--- src/rtl/core_pkg.sv ---
// Shared RV32I core definitions: data widths, the canonical NOP and the fetch
// buffer entry layout.
package core_pkg;

  localparam int unsigned XLEN        = 32;
  localparam int unsigned INSTR_BYTES = 4;
  localparam logic [31:0] NOP_INSTR   = 32'h0000_0013;

  typedef struct packed {
    logic [31:0] pc;
    logic [31:0] instr;
  } fetch_entry_t;

endpackage

--- src/rtl/fetch_fifo.sv ---
// Synchronous FIFO of fetch entries with flush; flush beats push, and a push
// into a full buffer is accepted when the head pops in the same cycle.
module fetch_fifo
  import core_pkg::*;
#(
  parameter int unsigned DEPTH = 2,
  parameter int unsigned CntW  = $clog2(DEPTH + 1)
) (
  input  logic            clk,
  input  logic            reset,
  input  logic            i_push,
  input  logic            i_pop,
  input  logic            i_flush,
  input  fetch_entry_t    i_wdata,
  output fetch_entry_t    o_head,
  output logic [CntW-1:0] o_count,
  output logic            o_full,
  output logic            o_empty
);

  localparam int unsigned PtrW = $clog2(DEPTH);

  fetch_entry_t    r_mem [DEPTH];
  logic [PtrW-1:0] r_rptr;
  logic [PtrW-1:0] r_wptr;
  logic [CntW-1:0] r_count;
  logic            w_do_push;
  logic            w_do_pop;

  assign o_full    = (r_count == CntW'(DEPTH));
  assign o_empty   = (r_count == '0);
  assign o_count   = r_count;
  assign o_head    = r_mem[r_rptr];
  assign w_do_pop  = i_pop & ~o_empty;
  assign w_do_push = i_push & (~o_full | w_do_pop);

  always_ff @(posedge clk) begin
    if (reset || i_flush) begin
      r_rptr  <= '0;
      r_wptr  <= '0;
      r_count <= '0;
    end else begin
      if (w_do_push) r_wptr <= r_wptr + 1'b1;
      if (w_do_pop)  r_rptr <= r_rptr + 1'b1;
      if (w_do_push && !w_do_pop)      r_count <= r_count + 1'b1;
      else if (w_do_pop && !w_do_push) r_count <= r_count - 1'b1;
    end
  end

  // Storage needs no reset; validity is tracked by r_count.
  always_ff @(posedge clk) begin
    if (w_do_push && !i_flush) r_mem[r_wptr] <= i_wdata;
  end

endmodule

--- src/rtl/instruction_fetch.sv ---
// RV32I fetch front-end: PC register, buffered {pc, instr} pairs toward decode
// and redirect handling with a sticky misalignment flag.
module instruction_fetch
  import core_pkg::*;
#(
  parameter logic [31:0] RESET_PC = 32'h0000_0000,
  parameter int unsigned DEPTH    = 2
) (
  input  logic        clk,
  input  logic        reset,
  input  logic        fetch_en,
  output logic [31:0] imem_addr,
  input  logic [31:0] imem_rdata,
  input  logic        redirect_valid,
  input  logic [31:0] redirect_pc,
  output logic        out_valid,
  input  logic        out_ready,
  output logic [31:0] out_instr,
  output logic [31:0] out_pc,
  output logic        misalign_err
);

  localparam int unsigned CntW = $clog2(DEPTH + 1);

  logic [31:0]     r_fetch_pc;
  logic            r_misalign;
  logic            w_pop;
  logic            w_push;
  logic            w_full;
  logic            w_empty;
  logic [CntW-1:0] w_count;
  fetch_entry_t    w_head;
  fetch_entry_t    w_wdata;

  assign w_pop   = out_valid & out_ready;
  assign w_push  = fetch_en & ~redirect_valid & (~w_full | w_pop);
  assign w_wdata = '{pc: r_fetch_pc, instr: imem_rdata};

  fetch_fifo #(
    .DEPTH (DEPTH),
    .CntW  (CntW)
  ) u_fifo (
    .clk     (clk),
    .reset   (reset),
    .i_push  (w_push),
    .i_pop   (w_pop),
    .i_flush (redirect_valid),
    .i_wdata (w_wdata),
    .o_head  (w_head),
    .o_count (w_count),
    .o_full  (w_full),
    .o_empty (w_empty)
  );

  always_ff @(posedge clk) begin
    if (reset) begin
      r_fetch_pc <= RESET_PC;
      r_misalign <= 1'b0;
    end else if (redirect_valid) begin
      r_fetch_pc <= {redirect_pc[31:2], 2'b00};
      if (redirect_pc[1:0] != 2'b00) r_misalign <= 1'b1;
    end else if (w_push) begin
      r_fetch_pc <= r_fetch_pc + 32'(INSTR_BYTES);
    end
  end

  // Outputs depend only on registered FIFO state.
  assign imem_addr    = r_fetch_pc;
  assign misalign_err = r_misalign;
  assign out_valid    = (w_count != '0);
  assign out_instr    = w_empty ? NOP_INSTR : w_head.instr;
  assign out_pc       = w_empty ? 32'h0 : w_head.pc;

endmodule

--- config.mk ---
export PLATFORM = sky130hd
export DESIGN_NAME = instruction_fetch
export DESIGN_NICKNAME = d
export VERILOG_FILES = /design/src/rtl/core_pkg.sv /design/src/rtl/fetch_fifo.sv /design/src/rtl/instruction_fetch.sv
export SDC_FILE = /design/constraint.sdc
export NUM_CORES = 1
export LEC_CHECK = 0
export CAP_MARGIN = 30
export CORE_ASPECT_RATIO = 1.25
export CORE_MARGIN = 2
export CORE_UTILIZATION = 39
export DETAILED_ROUTE_END_ITERATION = 8
export MAX_ROUTING_LAYER = met4
export PLACE_DENSITY = 0.68
export SETUP_SLACK_MARGIN = 0.1
export SYNTH_ARGS = -nofsm -noshare
export SYNTH_HDL_FRONTEND = slang
export SYNTH_SLANG_ARGS = --single-unit
export TNS_END_PERCENT = 100
--- constraint.sdc ---
create_clock -name clk -period 6.95 [get_ports clk]
set_clock_uncertainty 0.15 [all_clocks]
set_input_delay 2.085 -clock clk [delete_from_list [all_inputs] [get_ports clk]]
set_output_delay 2.085 -clock clk [all_outputs]
set_load 0.02 [all_outputs]
Word level (Yosys, flattened, before mapping)
Memories as Yosys holds them, arrays and structs flattened. A register that Yosys moved wholly into a read port is not among the register bits.
Index checks and enable logic that the tools add are counted.
Cells by class
  reduce and logical (&&, ||, !) cells: 14
  bitwise logic cells: 10
  add/subtract/negate cells: 5
  eq/ne operators: 1
  muxes and demuxes: 10
Operator list (count)
  two-way mux 32 bit: 4
  adder 32 x 3 -> 32 bit (second input constant): 1
  nonzero test 2 bit: 4
  bitwise AND 1 bit: 5
  two-way mux 1 bit: 4
  two-way mux 2 bit: 2
  logical AND 1 bit: 3
  zero test 1 bit: 3
  inverter 1 bit: 3
  adder 1 bit (second input constant): 2
  adder 2 x 1 -> 2 bit (second input constant): 1
  equality test 2 bit (second input constant): 1
  zero test 2 bit: 1
  bitwise OR 1 bit: 2
  AND reduction 2 bit: 1
  OR reduction 2 bit: 1
  subtractor 2 x 1 -> 2 bit (second input constant): 1
  logical OR 1 bit: 1
Word-level totals
  memories kept: 1
  flip-flop bits (word level): 37
  bits in writable memories: 128
  bits of input ports: 69
  word-level logic and storage cells: 47
  output and inout port bits: 98
Memories
  u_fifo.r_mem: words 2, bits a word 64, rd ports 1, clocked after Yosys merged registers in 1, wr ports 1, line fetch_fifo.sv:23  | fetch_entry_t r_mem [DEPTH];

Depth between registers and ports, before layout
  word-level depth: 9
  gate-level depth with buffers: 8
  gate-level depth less buffers: 7

Cells and area by module
Synthesis repeated with hierarchy kept, for this count alone.
Second synthesis, totals
  cell total of the unflattened synthesis: 554
  area total of the unflattened synthesis: 7377.1 um2
By module, submodules not included
  fetch_fifo: seq. area each 3943.8 um2, instances 1, cells an instance 226, area an instance 4877.2 um2
  instruction_fetch: seq. area each 620.6 um2, instances 1, cells an instance 328, area an instance 2499.9 um2

Least setup slack after synthesis
No wires, ideal clock.
  kind: input port to flip-flop
  from: input fetch_en
  to: memory u_fifo.r_mem[0][0] (netlist name) (enable)
  arrival: 6.579 ns
  buffers on the path: 1
  cell stages on the path: 3
  data required time: 6.242 ns
  setup time: 0.558 ns
  slack: -0.338 ns
  cell sequence: buf_2 > nand2_1 > nor3_1
On the way
  word-level cells in the longest chain between the ends: 6
RTL lines
  start: declaration: line instruction_fetch.sv:11  | input logic fetch_en,
  bitwise AND 1 bit (2 in series): line instruction_fetch.sv:36  | assign w_push = fetch_en & ~redirect_valid & (~w_full | w_pop);
  bitwise AND 1 bit: line fetch_fifo.sv:35  | assign w_do_push = i_push & (~o_full | w_do_pop);
  logical AND 1 bit: line fetch_fifo.sv:52  | if (w_do_push && !i_flush) r_mem[r_wptr] <= i_wdata;
  two-way mux 1 bit: line fetch_fifo.sv:52
  two-way mux 1 bit (not written as such): line fetch_fifo.sv:52
  end: declaration: line fetch_fifo.sv:23
Every way passes these cells.

Worst setup path in the final report
  from: register u_fifo.r_count[0] (netlist: u_fifo.o_count[0])
  to: output out_pc[14]
On the way
  word-level cells in the longest chain between the ends: 2
RTL lines
  start: declaration: line fetch_fifo.sv:26  | logic [CntW-1:0] r_count;
  start signal: assignment: line fetch_fifo.sv:45  | if (w_do_push && !w_do_pop) r_count <= r_count + 1'b1;
  start signal: assignment: line fetch_fifo.sv:46  | else if (w_do_pop && !w_do_push) r_count <= r_count - 1'b1;
  zero test 2 bit: line fetch_fifo.sv:31  | assign o_empty = (r_count == '0);
  two-way mux 32 bit: line instruction_fetch.sv:72  | assign out_pc = w_empty ? 32'h0 : w_head.pc;
  end: declaration: line instruction_fetch.sv:19  | output logic [31:0] out_pc,
Every way passes these cells.

==> run metrics <==
area overhead of the layout relative to synthesis 37.94%; total of buffers placed on input and output ports 162; worst-case clock buffer depth 2; arithmetic-cell share of the synthesized area counting full adders, half adders and majority gates 0.003800; Req. time, crit path around 4.7 ns; Die Y-Extent 149.3 um; ratio of total power to cell area roughly 250 mW/mm^2; Primary FF master, synth sky130_fd_sc_hd__edfxtp_1; startpoint of the most critical hold path misalign_err; Synth Area in Compound Gates 0.03382; FF/Latch Area 0.004448 sq mm; total number of nets in the final design 725; highest net fanout along the worst path 40; Root Buffer sky130_fd_sc_hd__clkbuf_16; boundary pin count 167; via count 4,397; proportion of netlist area held by the largest area contributor 0.5655; wire length of the first global-routing pass between 20,000 and 25,000 um; count of state elements after synthesis 160; depth of the worst register-to-register path 6; remaining antenna violation count 0; status finished, final reports clean; gr usage total 0.1704; xor-xnor portion of the synthesized cell area 0.04256; count of TritonRoute iterations in the first routing pass 5; initial standard-cell utilization of the core 0.3941; latest clock arrival within the worst-skew pair about 0.4 ns; combined area of the multi-input logic cells roughly 0.0020 sq mm; combinational family with the most area after synthesis simple AND/OR/NAND/NOR gates; grt total ovfl 0; worst hold endpoint misalign_err; number of setup buffers added after CTS 0; synth unique cells 41; largest net degree at the start of global routing 63; number of hold violations in the final report 0; most frequent cell after synthesis sky130_fd_sc_hd__edfxtp_1; post-route core utilization 0.5436; data arrival time of the worst path approximately 2.7 ns; slack of the worst reg-to-reg path roughly 4.3 ns; category of the most critical setup path reg2out; RSZ-0062 raised after global routing false; setup TNS after final layout 0 ns; CP endpoint kind output port; post-synthesis cell area 0.006585 sq mm; area leader, netlist sky130_fd_sc_hd__edfxtp_1; Yosys warning total 0; count of flip-flops with a built-in enable after synthesis 124; CTS HTree Levels 4; proportion of register bits with asynchronous set or reset after synthesis 0; number of buffers created by CTS 17; Cells after Synth 492; overall power after layout 2.260 mW; ratio of routed vias to standard cells 4.957; post-synthesis average cell area between 10 and 15 sq um; clock-pin transition on the worst setup and hold timing paths 0.06 ns; worst min-delay path class reg2reg; max-slew violations 0; leakage power summed over all cells 2.997 nW; proportion of synthesized chip area in sequential cells 0.6749; Starting DRT DRC Count 234; global placement routability congestion 0.7791; Antenna Diode Count 0; DRC violation count after routing 0; Hold Buf Count CTS 0; max cap viols 0; number of filler cells placed in the layout 1,403; initial antenna violation count 0; Avg WL per Cell ~17 um; min Tclk post-route 4.887 ns; cells taking the most area after synthesis sky130_fd_sc_hd__edfxtp_1 (57%), sky130_fd_sc_hd__dfxtp_1 (11%), sky130_fd_sc_hd__mux2i_1 (9.9%), sky130_fd_sc_hd__nor2_1 (5.1%), sky130_fd_sc_hd__xor2_1 (3.6%); Std-Cell Rows 53; post-cts resize count 0; number of cells on the worst hold path 2; core outline area ~0.017 sq mm; placed wire-length estimate after detailed placement 9949 um; Rel. slew slack 0.3780; Die Span X 120.2 um; FF-to-FF Start u_fifo.o_count[0]; maximum vdd ir drop 0.1464 mV; Die Outline Area between 0.015 and 0.02 sq mm; first element of the critical path u_fifo.o_count[0]; CTS tree built; most used standard cells in the synthesized netlist sky130_fd_sc_hd__edfxtp_1 (124), sky130_fd_sc_hd__nor2_1 (90), sky130_fd_sc_hd__mux2i_1 (65), sky130_fd_sc_hd__dfxtp_1 (36), sky130_fd_sc_hd__nand2_1 (28); vias in the first global route 4,540; fmax about 0.20 GHz; clock tree sinks between 150 and 200; Final Routed Wirelength 14,780 um; multiplexer area fraction after synthesis 0.09880; endpoint of the worst-slack reg-to-reg timing path u_fifo.o_count[1]; share of post-route cells with drive strength above 1 0.08096; Finish-stage setup viols 0; launching element type of the critical path register; Tightest Pin Transition between 0.9 and 1 ns; simple-gate share of the synthesized area 0.1246; final period utilization 0.7031
==> routing by layer <==
metal  global-route usage  up-vias  share of wire
li1                     -     2110              -
met1               0.1955     2153           0.42
met2               0.2949      115           0.52
met3              0.03096       19          0.035
met4              0.06919        0          0.024
met5                    -        -              0
==> cell type report <==
| cell class | instances | share of cell area |
|---|---|---|
| clock buffer | 20 | 0.05510 |
| clock inverter | 12 | 0.01019 |
| inverter | 3 | 0.001240 |
| multi-input combinational | 303 | 0.2240 |
| sequential | 160 | 0.4897 |
| tap | 220 | 0.03030 |
| timing repair buffer | 169 | 0.1895 |
==> worst max-delay path, cell delays in order, from the launching register on <==
cell	delay [ns]
sky130_fd_sc_hd__dfxtp_1	0.39
sky130_fd_sc_hd__nor2_4	0.74
sky130_fd_sc_hd__buf_4	0.41
sky130_fd_sc_hd__nor2_1	0.13
sky130_fd_sc_hd__clkdlybuf4s50_1	0.57
==> how the worst max path moves through the flow <==
stage,end
floorplan,u_fifo.r_mem[0][0]
global placement,u_fifo.r_mem[1][57]
detailed placement,u_fifo.r_mem[1][58]
CTS,out_instr[1]
global route,out_instr[0]
finish,out_pc[14]
==> power by group <==
| part | internal, mW | switching [mW] | leakage [nW] |
|---|---|---|---|
| Sequential | 1.07 | 0.0333 | 1.44 |
| Combinational | 0.123 | 0.128 | 1.26 |
| Clock | 0.528 | 0.377 | 0.299 |
| Total | 1.72 | 0.538 | 3.00 |
==> logic make-up after synthesis <==
family                   Yosys count
buffers and inverters             32
adder cells (fa/ha/maj)            2
other                              1
flip-flops                       160
AND/OR/NAND/NOR                  168
XOR/XNOR                          32
AO/OA/AOI/OAI                     32
multiplexers                      65
==> flip-flops by register name (all words and copies together), names as in the netlist, named ones only <==
name and flops:
u_fifo.r_mem 124, u_fifo.r_wptr 1, u_fifo.r_rptr 1, imem_addr 30, misalign_err 1, u_fifo.o_count 2
==> stage by stage <==
stage	setup WS, ns	hold slack (ns)	cell area (sq um)	std cells
2_1_floorplan	1.559	0.3225	6601	495
3_3_place_gp	1.955	0.2946	8421	852
3_5_place_dp	1.880	0.2958	8463	854
4_1_cts	1.993	0.3052	9056	886
5_1_grt	1.876	0.3276	9084	887
6_report	2.063	0.3006	9084	887
==> cell usage in the layout (no fill, tap or decap), types with 2 or more instances in the layout <==
| master | Yosys | layout |
|---|---|---|
| sky130_fd_sc_hd__nand4_1 | 11 | 11 |
| sky130_fd_sc_hd__buf_16 | 0 | 2 |
| sky130_fd_sc_hd__nand3_1 | 12 | 12 |
| sky130_fd_sc_hd__nor4_1 | 2 | 2 |
| sky130_fd_sc_hd__mux2i_1 | 65 | 65 |
| sky130_fd_sc_hd__a211oi_1 | 18 | 18 |
| sky130_fd_sc_hd__edfxtp_1 | 124 | 124 |
| sky130_fd_sc_hd__inv_1 | 3 | 3 |
| sky130_fd_sc_hd__or3b_2 | 2 | 2 |
| sky130_fd_sc_hd__clkdlybuf4s50_1 | 0 | 162 |
| sky130_fd_sc_hd__xor2_1 | 27 | 27 |
| sky130_fd_sc_hd__inv_6 | 0 | 4 |
| sky130_fd_sc_hd__and3_1 | 4 | 4 |
| sky130_fd_sc_hd__xnor2_1 | 5 | 5 |
| sky130_fd_sc_hd__conb_1 | 1 | 4 |
| sky130_fd_sc_hd__nor2_1 | 90 | 89 |
| sky130_fd_sc_hd__nor3_4 | 1 | 2 |
| sky130_fd_sc_hd__dfxtp_1 | 36 | 35 |
| sky130_fd_sc_hd__a21oi_1 | 7 | 7 |
| sky130_fd_sc_hd__nor4b_1 | 2 | 2 |
| sky130_fd_sc_hd__clkinv_2 | 0 | 4 |
| sky130_fd_sc_hd__nor4_4 | 2 | 2 |
| sky130_fd_sc_hd__nand2_1 | 28 | 28 |
| sky130_fd_sc_hd__o21ai_0 | 3 | 3 |
| sky130_fd_sc_hd__buf_4 | 4 | 4 |
| sky130_fd_sc_hd__ha_1 | 2 | 2 |
| sky130_fd_sc_hd__clkbuf_16 | 0 | 20 |
| sky130_fd_sc_hd__clkinv_4 | 0 | 3 |
Note: power is estimated with default switching activity, not from simulation.
